==> src/rtl/rtc_pkg.sv <==
// Shared definitions for the RTC write sequencer: FSM states, sequence selects,
// RTC register map and control bytes.
package rtc_pkg;

    typedef enum logic [2:0] {
        ST_IDLE  = 3'd0,
        ST_LOAD  = 3'd1,
        ST_START = 3'd2,
        ST_WAIT  = 3'd3,
        ST_NEXT  = 3'd4,
        ST_DONE  = 3'd5,
        ST_ERR   = 3'd6
    } state_t;

    typedef enum logic {
        SEQ_INIT = 1'b0,
        SEQ_UPD  = 1'b1
    } seq_t;

    localparam logic [7:0] REG_SEC   = 8'h00;
    localparam logic [7:0] REG_MIN   = 8'h02;
    localparam logic [7:0] REG_HOUR  = 8'h04;
    localparam logic [7:0] REG_DATE  = 8'h07;
    localparam logic [7:0] REG_MONTH = 8'h08;
    localparam logic [7:0] REG_YEAR  = 8'h09;
    localparam logic [7:0] REG_A     = 8'h0A;
    localparam logic [7:0] REG_B     = 8'h0B;

    localparam logic [7:0] CTRL_SET = 8'h82;
    localparam logic [7:0] CTRL_RUN = 8'h02;
    localparam logic [7:0] OSC_ON   = 8'h20;

    typedef struct packed {
        logic [7:0] sec;
        logic [7:0] min;
        logic [7:0] hour;
        logic [7:0] date;
        logic [7:0] month;
        logic [7:0] year;
    } rtc_time_t;

endpackage

==> src/rtl/rtc_write_table.sv <==
// Combinational write table: (sequence, step, time snapshot) -> register
// address, data byte and last-entry flag.
module rtc_write_table
    import rtc_pkg::*;
(
    input  logic        i_seq,
    input  logic [2:0]  i_step,
    input  logic [47:0] i_snap,
    output logic [7:0]  o_addr,
    output logic [7:0]  o_data,
    output logic        o_last
);

    rtc_time_t w_snap;
    assign w_snap = rtc_time_t'(i_snap);

    always_comb begin
        o_addr = '0;
        o_data = '0;
        o_last = 1'b1;
        if (i_seq == logic'(SEQ_INIT)) begin
            case (i_step)
                3'd0: begin o_addr = REG_B; o_data = CTRL_SET; o_last = 1'b0; end
                3'd1: begin o_addr = REG_A; o_data = OSC_ON;   o_last = 1'b0; end
                3'd2: begin o_addr = REG_B; o_data = CTRL_RUN; o_last = 1'b1; end
                default: ;
            endcase
        end else begin
            case (i_step)
                3'd0: begin o_addr = REG_B;     o_data = CTRL_SET;      o_last = 1'b0; end
                3'd1: begin o_addr = REG_SEC;   o_data = w_snap.sec;    o_last = 1'b0; end
                3'd2: begin o_addr = REG_MIN;   o_data = w_snap.min;    o_last = 1'b0; end
                3'd3: begin o_addr = REG_HOUR;  o_data = w_snap.hour;   o_last = 1'b0; end
                3'd4: begin o_addr = REG_DATE;  o_data = w_snap.date;   o_last = 1'b0; end
                3'd5: begin o_addr = REG_MONTH; o_data = w_snap.month;  o_last = 1'b0; end
                3'd6: begin o_addr = REG_YEAR;  o_data = w_snap.year;   o_last = 1'b0; end
                3'd7: begin o_addr = REG_B;     o_data = CTRL_RUN;      o_last = 1'b1; end
                default: ;
            endcase
        end
    end

endmodule

==> src/rtl/rtc_write_sequencer.sv <==
// Sequences init / time-update register writes into the RTC write-cycle FSM,
// one write at a time, with a watchdog on each write's completion.
module rtc_write_sequencer
    import rtc_pkg::*;
#(
    parameter int unsigned TIMEOUT_CYCLES = 1024
) (
    input  logic       clk,
    input  logic       rst,
    input  logic       init_req,
    input  logic       upd_req,
    input  logic [7:0] sec,
    input  logic [7:0] min,
    input  logic [7:0] hour,
    input  logic [7:0] date,
    input  logic [7:0] month,
    input  logic [7:0] year,
    input  logic       write_end,
    output logic       wr_start,
    output logic [7:0] wr_addr,
    output logic [7:0] wr_data,
    output logic       busy,
    output logic       done,
    output logic       err,
    output logic [2:0] state
);

    localparam logic [15:0] TO_LAST = 16'(TIMEOUT_CYCLES - 1);

    state_t     r_state;
    state_t     w_next;
    seq_t       r_seq;
    logic [2:0] r_step;
    logic       r_pending;
    rtc_time_t  r_snap;
    logic [15:0] r_cnt;
    logic       r_err;
    logic [7:0] r_addr;
    logic [7:0] r_data;

    logic [7:0] w_tbl_addr;
    logic [7:0] w_tbl_data;
    logic       w_tbl_last;

    rtc_write_table u_table (
        .i_seq  (r_seq),
        .i_step (r_step),
        .i_snap (r_snap),
        .o_addr (w_tbl_addr),
        .o_data (w_tbl_data),
        .o_last (w_tbl_last)
    );

    always_ff @(posedge clk) begin
        if (rst) r_state <= ST_IDLE;
        else     r_state <= w_next;
    end

    always_comb begin
        w_next   = r_state;
        wr_start = 1'b0;
        busy     = 1'b1;
        done     = 1'b0;
        case (r_state)
            ST_IDLE: begin
                busy = 1'b0;
                if (init_req || upd_req || r_pending) w_next = ST_LOAD;
            end
            ST_LOAD:  w_next = ST_START;
            ST_START: begin
                wr_start = 1'b1;
                w_next   = ST_WAIT;
            end
            ST_WAIT: begin
                if (write_end)             w_next = ST_NEXT;
                else if (r_cnt == TO_LAST) w_next = ST_ERR;
            end
            ST_NEXT:  w_next = w_tbl_last ? ST_DONE : ST_LOAD;
            ST_DONE: begin
                done   = 1'b1;
                w_next = ST_IDLE;
            end
            ST_ERR:   w_next = ST_IDLE;
            default:  w_next = ST_IDLE;
        endcase
    end

    always_ff @(posedge clk) begin
        if (rst) begin
            r_seq     <= SEQ_INIT;
            r_step    <= '0;
            r_pending <= 1'b0;
            r_snap    <= '0;
            r_cnt     <= '0;
            r_err     <= 1'b0;
            r_addr    <= '0;
            r_data    <= '0;
        end else begin
            // Busy-time update requests merge into a single pending flag; ERR drops it.
            if (r_state != ST_IDLE && upd_req) r_pending <= 1'b1;
            case (r_state)
                ST_IDLE: begin
                    if (init_req) begin
                        r_seq  <= SEQ_INIT;
                        r_step <= '0;
                        r_err  <= 1'b0;
                        if (upd_req) r_pending <= 1'b1;
                    end else if (upd_req || r_pending) begin
                        r_seq     <= SEQ_UPD;
                        r_step    <= '0;
                        r_snap    <= {sec, min, hour, date, month, year};
                        r_pending <= 1'b0;
                        r_err     <= 1'b0;
                    end
                end
                ST_LOAD: begin
                    r_addr <= w_tbl_addr;
                    r_data <= w_tbl_data;
                    r_cnt  <= '0;
                end
                ST_WAIT: r_cnt <= r_cnt + 16'd1;
                ST_NEXT: if (!w_tbl_last) r_step <= r_step + 3'd1;
                ST_ERR: begin
                    r_err     <= 1'b1;
                    r_pending <= 1'b0;
                end
                default: ;
            endcase
        end
    end

    assign wr_addr = r_addr;
    assign wr_data = r_data;
    assign err     = r_err;
    assign state   = r_state;

endmodule

==> config.mk <==
export PLATFORM = sky130hd
export DESIGN_NAME = rtc_write_sequencer
export DESIGN_NICKNAME = d
export VERILOG_FILES = /design/src/rtl/rtc_pkg.sv /design/src/rtl/rtc_write_table.sv /design/src/rtl/rtc_write_sequencer.sv
export SDC_FILE = /design/constraint.sdc
export NUM_CORES = 1
export LEC_CHECK = 0
export BUFFER_PORTS_ARGS = -buffer_cell sky130_fd_sc_hd__buf_4
export CAP_MARGIN = 20
export CORE_UTILIZATION = 30
export CTS_CLUSTER_SIZE = 10
export DETAILED_ROUTE_END_ITERATION = 8
export PLACE_DENSITY = 0.6
export SLEW_MARGIN = 20
export SYNTH_ARGS = -nofsm -noshare
export SYNTH_HDL_FRONTEND = slang
export SYNTH_SLANG_ARGS = --single-unit
==> constraint.sdc <==
create_clock -name clk -period 2.8 [get_ports clk]
set_input_delay 0.56 -clock clk [delete_from_list [all_inputs] [get_ports clk]]
set_output_delay 0.56 -clock clk [all_outputs]
set_load 0.03 [all_outputs]
==> flow_metrics.tcl, run 1 <==
set metrics [dict create \
    grt_pass1_wl_um 16300 \
    hold_class "flop to flop" \
    grt_max_degree 81 \
    vdd_drop_max_v 0.000298 \
    drive_gt1_share_pct 19.5 \
    clock_latency_ns 0.34 \
    pre_cts_slack_ns 0.674 \
    hold_violations 0 \
    io_buffers 71 \
    yosys.area.top_type "dfxtp_1" \
    fin_total_pwr_mw 2.94 \
    cp.arrival_ns 2.38 \
    min_from "r_snap[37]" \
    synth-seq-area-share_pct 42.9 \
    startpoint "r_step[2]" \
    synth-seq-cells 85 \
    io_pins 76 \
    drtIter0Drc 245 \
    synth_top_cell_area_share_pct 42.9 \
    synthMostInstantiatedCell "nand2_1" \
    clk_pin_slew_ns 0.06 \
    htree_levels 3 \
    maxCapViolations 0 \
    p_leak_nw 1.76 \
    grt_remaining_overflow 0 \
    grt_usage_pct 15.2 \
    synth_common_cells "nand2_1 (115), dfxtp_1 (85), a21oi_1 (80)" \
    initial_utilization_pct 31.1 \
    row_count 41 \
    critical_path_class "flop to flop" \
    ant_nets 0 \
    clock_skew_ns 0.00950 \
    p_seq_share_pct 44.7 \
    drt_pass1_iterations 6 \
    drt-total-wl_um 10200 \
    nets 605 \
    drv_slew 0 \
    syn_avg_cell_area_sq_um 8.00 \
    via_per_inst 5.04 \
    cts.sinks 85 \
    synth-async-reset-ratio_pct 0 \
    dp_hpwl_um 7410 \
    power_switching_uw 750 \
    fin_tns_setup_ns 0 \
    clkPwrFrac_pct 43.5 \
    vias 3633 \
    synth_area_leaders "dfxtp_1 (43%), nand2_1 (11%), a21oi_1 (10%)" \
    start_kind "flop" \
    yosysUniqueCellTypes 57 \
    route.detailed.drc 0 \
    antennaDiodeCount 0 \
    cts_tree "built" \
    tightestPinTransition_ns 0.819 \
    cts_buffers 9 \
    holdWs_ns 0.458 \
    synth_edf_count 0 \
    yosys_warnings 0 \
    hold_buffers 0 \
    netlist_instances 496 \
    dieHeight_um 117 \
    antenna_found_initial 0 \
    cts_root_buf "clkbuf_16" \
    outcome "completed" \
    reg2reg_from "r_step[2]" \
    routedWlPerCell_um 14.1 \
    core_area_sq_um 12800 \
    required_ns 3.03 \
    crit_path_end_kind "flop" \
    fin_ws_ns 0.651 \
    synth_top_flop_cell "dfxtp_1" \
    rsz0062_at_grt "false" \
    setup_viol_count_final 0 \
    slew_headroom_pct 45.4 \
    pwr-share-comb_pct 11.9 \
    die_area_sq_um 13700 \
    cts_resized 0 \
    clock.fmax_mhz 465 \
    internal-power_mw 2.19 \
    grt_pass1_vias 3241 \
    synthesis.area_sq_um 3970 \
    switching_share_pct 25.5 \
    power_density_nw_per_um2 602 \
    cts_setup_buffers 0 \
    fin_crit_sh_pct 76.8 \
    cp_max_fo 17 \
    gp_congestion 0.793 \
    min_period_ns 2.15 \
    clockBufferDepth 2 \
    die-width_um 117 \
    area_delta_synth_final_pct 23.2 \
]
-- power by group through the flow --
stage | registers (mW) | clock network [mW] | logic [mW]
final | 1.32 | 1.28 | 0.349
after global routing | 1.32 | 1.35 | 0.389
after CTS | 1.32 | 1.30 | 0.353
after detailed placement | 1.34 | 0 | 0.352
after global placement | 1.34 | 0 | 0.348
after floorplan | 1.34 | 0 | 0.222
-- critical path: stages (launching register included) --
cell and delay [ns]:
dfxtp_1 0.33, buf_4 0.20, inv_1 0.12, ha_1 0.23, or4_4 0.56, o211ai_4 0.24
a211oi_1 0.09, a2111oi_2 0.27
-- path summary, 6_finish.rpt --
kind	cells past startpoint	slack, ns	to
min	2	0.46	r_snap[37]
min reg2reg	2	0.46	r_snap[37]
max reg2reg	7	0.65	wr_data[7]
max	7	0.65	wr_data[7]
-- state kept, by name (all words and copies together) (netlist names), 3 cells and up --
name and cells:
r_step 3, r_snap 48, r_cnt 16, state 3, wr_data 8, wr_addr 4
-- cell usage in the layout, fill, tap and decap left out, types with 5 or more instances in the layout --
master,synthesis,final
nand2_1,115,115
dfxtp_1,85,85
buf_4,6,81
a21oi_1,80,80
nor2_1,24,24
nand3_1,14,14
o21ai_0,11,11
o31ai_1,9,9
nand4_1,9,9
clkbuf_16,0,9
a221oi_1,8,8
ha_1,7,7
or3_1,6,6
a222oi_1,6,6
nand2b_1,5,5
nor3_1,5,5
-- area by class of cell --
class | instances | area [sq um]
Fill cell | 1301 | 7890
Multi-Input combinational cell | 364 | 2030
Sequential cell | 85 | 1700
Timing Repair Buffer | 81 | 608
Clock buffer | 9 | 225
Tap cell | 172 | 215
Clock inverter | 6 | 93.8
Inverter | 4 | 15.0
-- logic make-up after synthesis --
family	Yosys count	synth area share, %
and+or+nand+nor	208	24.9
AOI/OAI and AO/OA	137	21.6
DFF	85	42.9
buffers and inverters	50	6.43
adders and majority gates	7	2.21
xor gates and xnor gates	4	0.883
muxes	4	1.07
other	1	0.0945
-- metal layers --
| metal | track usage (%) | part of all wire (%) |
|---|---|---|
| met5 | 0 | 0 |
| met2 | 23.4 | 45 |
| met1 | 21.1 | 49 |
| met4 | 6.67 | 2.0 |
| met3 | 2.37 | 3.2 |
-- through the flow --
| step | instances | utilization (%) | cell area [sq um] |
|---|---|---|---|
| 2_1_floorplan | 499 | - | 3980 |
| 3_5_place_dp | 706 | 35.8 | 4570 |
| 6_report | 721 | 38.3 | 4890 |
| 5_1_grt | 721 | 38.3 | 4890 |
| 3_3_place_gp | 706 | 35.8 | 4570 |
| 4_1_cts | 721 | 38.3 | 4890 |
(Power assumes the default switching activity.)
==> run 2, diff against run 1 <==
==> constraint.sdc (replaced) <==
create_clock -name clk -period 2.15 [get_ports clk]
set_input_delay 0.43 -clock clk [delete_from_list [all_inputs] [get_ports clk]]
set_output_delay 0.43 -clock clk [all_outputs]
set_load 0.03 [all_outputs]
==> flow_metrics.tcl, run 2 (synthesized netlist as in run 1, its figures left out) <==
set metrics [dict create \
    outcome "completed" \
    cts_resized 0 \
    clk_pin_slew_ns 0.07 \
    antenna_found_initial 0 \
    area_delta_synth_final_pct 25.3 \
    critical_path_class "flop to flop" \
    largest_reg_flops 48 \
    power_density_nw_per_um2 768 \
    antennaDiodeCount 0 \
    start_kind "flop" \
    holdPathStages 3 \
    min_from "date[4]" \
    cts_setup_buffers 0 \
    io_buffers 71 \
    grt_pass1_vias 3294 \
    vias 3626 \
    row_count 41 \
    hold_violations 0 \
    clkPwrFrac_pct 42.7 \
    grt_max_degree 50 \
    drv_slew 0 \
    final_cell_mix "nand2_1 (115), buf_4 (86), dfxtp_1 (85), a21oi_1 (80), nor2_1 (24)" \
    grtUsageMet1_pct 22.5 \
    clockBufferDepth 2 \
    clock_latency_ns 0.34 \
    grt_remaining_overflow 0 \
    drtIter0Drc 240 \
    hold_buffers 0 \
    fin_crit_sh_pct 92.6 \
    clock_skew_ns 0.00647 \
    nets 612 \
    switching_share_pct 27.3 \
    fin_ws_ns 0.159 \
    cts_buffers 9 \
    rsz0062_at_grt "false" \
    p_seq_share_pct 44.5 \
    top_usage_layer "met2" \
    drt-total-wl_um 10400 \
    setup_viol_count_final 0 \
    cp_max_fo 6 \
    reg2reg_from "r_step[0]" \
    grt_pass1_wl_um 16600 \
    cp.arrival_ns 2.23 \
    clock.fmax_mhz 502 \
    vdd_drop_max_v 0.000367 \
    die-width_um 117 \
    ant_nets 0 \
    cts_root_buf "clkbuf_16" \
    grt_use_met2_pct 23.4 \
    maxCapViolations 0 \
    hold_end "r_snap[20]" \
    gp_congestion 0.819 \
    hold_class "primary input to flop" \
    routedWlPerCell_um 14.3 \
    grt_usage_pct 15.9 \
    rrSetupSlack_ns 0.16 \
    route.detailed.drc 0 \
    initial_utilization_pct 31.1 \
    crit_path_end_kind "flop" \
    dp_hpwl_um 7490 \
    layout_commonest_cell "nand2_1" \
    slew_headroom_pct 62.4 \
    via_per_inst 4.97 \
    io_pins 76 \
    drive_gt1_share_pct 21.0 \
    die_area_sq_um 13700 \
    required_ns 2.39 \
    power_switching_mw 1.04 \
    pwr-share-comb_pct 12.7 \
    htree_levels 3 \
    r2r_cells 6 \
    dieHeight_um 117 \
    min_period_ns 1.99 \
    tightestPinTransition_ns 0.562 \
    fin_total_pwr_mw 3.82 \
    p_leak_nw 1.80 \
    drt_pass1_iterations 4 \
    cts_tree "built" \
    met3_usage_pct 3.76 \
    cts.sinks 85 \
    pre_cts_slack_ns 0.174 \
    internal-power_mw 2.78 \
    timing.rr.end "wr_data[7]" \
    regMostFlops "r_snap" \
    core_area_sq_um 12800 \
]
==> run 2: cell count changes in the layout (fill, tap and decap cells not counted) <==
cell       previous run  this run
buf_4                81        86
buf_12                0         2
nor3b_1               3         1
nor3b_2               1         3
bufinv_16             2         1
clkinv_8              0         1
inv_6                 3         4
==> run 2: layout make-up <==
class / count / area [sq um]
inverter: 4 / 15.0
multi-input combinational: 364 / 2040
timing repair buffer: 88 / 686
tap: 172 / 215
clock inverter: 7 / 88.8
clock buffer: 9 / 225
fill: 1288 / 7800
sequential: 85 / 1700
==> run 2: through the flow <==
| stage | setup TNS, ns | hold slack (ns) | utilization (%) | cell area (sq um) | std cells |
|---|---|---|---|---|---|
| floorplan | -0.0355 | 0.433 | - | 3990 | 499 |
| global placement | 0 | 0.445 | 36.5 | 4660 | 713 |
| detailed placement | 0 | 0.447 | 36.5 | 4660 | 713 |
| CTS | 0 | 0.326 | 38.9 | 4970 | 729 |
| global route | 0 | 0.325 | 38.9 | 4970 | 729 |
| finish | 0 | 0.328 | 38.9 | 4970 | 729 |
==> run 2: worst max-delay path, cell delays in order (launching register included) <==
cell and delay, ns:
dfxtp_1 0.36, ha_1 0.25, ha_1 0.20, or4_4 0.56, o211ai_4 0.18, a211oi_1 0.07, a2111oi_2 0.27
==> run 2: metal layers <==
metal / vias to the layer above / wire length (um)
met5: - / 0
met4: 0 / 136
met3: 6 / 373
met2: 81 / 4680
met1: 1676 / 5250
li1: 1863 / -
==> run 2: worst max path at each step <==
stage	cells past startpoint	end	start
after floorplan	4	wr_start	state[1]
after global placement	6	wr_data[7]	r_step[0]
after detailed placement	6	wr_data[7]	r_step[0]
after CTS	6	wr_data[7]	r_step[0]
after global routing	6	wr_data[7]	r_step[0]
final	6	wr_data[7]	r_step[0]
==> run 2: power by group through the flow <==
stage               sequential (mW)  clock [mW]  combinational [mW]
CTS                            1.70        1.65               0.491
detailed placement             1.74           0               0.491
floorplan                      1.75           0               0.291
global route                   1.71        1.72               0.538
finish                         1.70        1.63               0.486
global placement               1.74           0               0.482
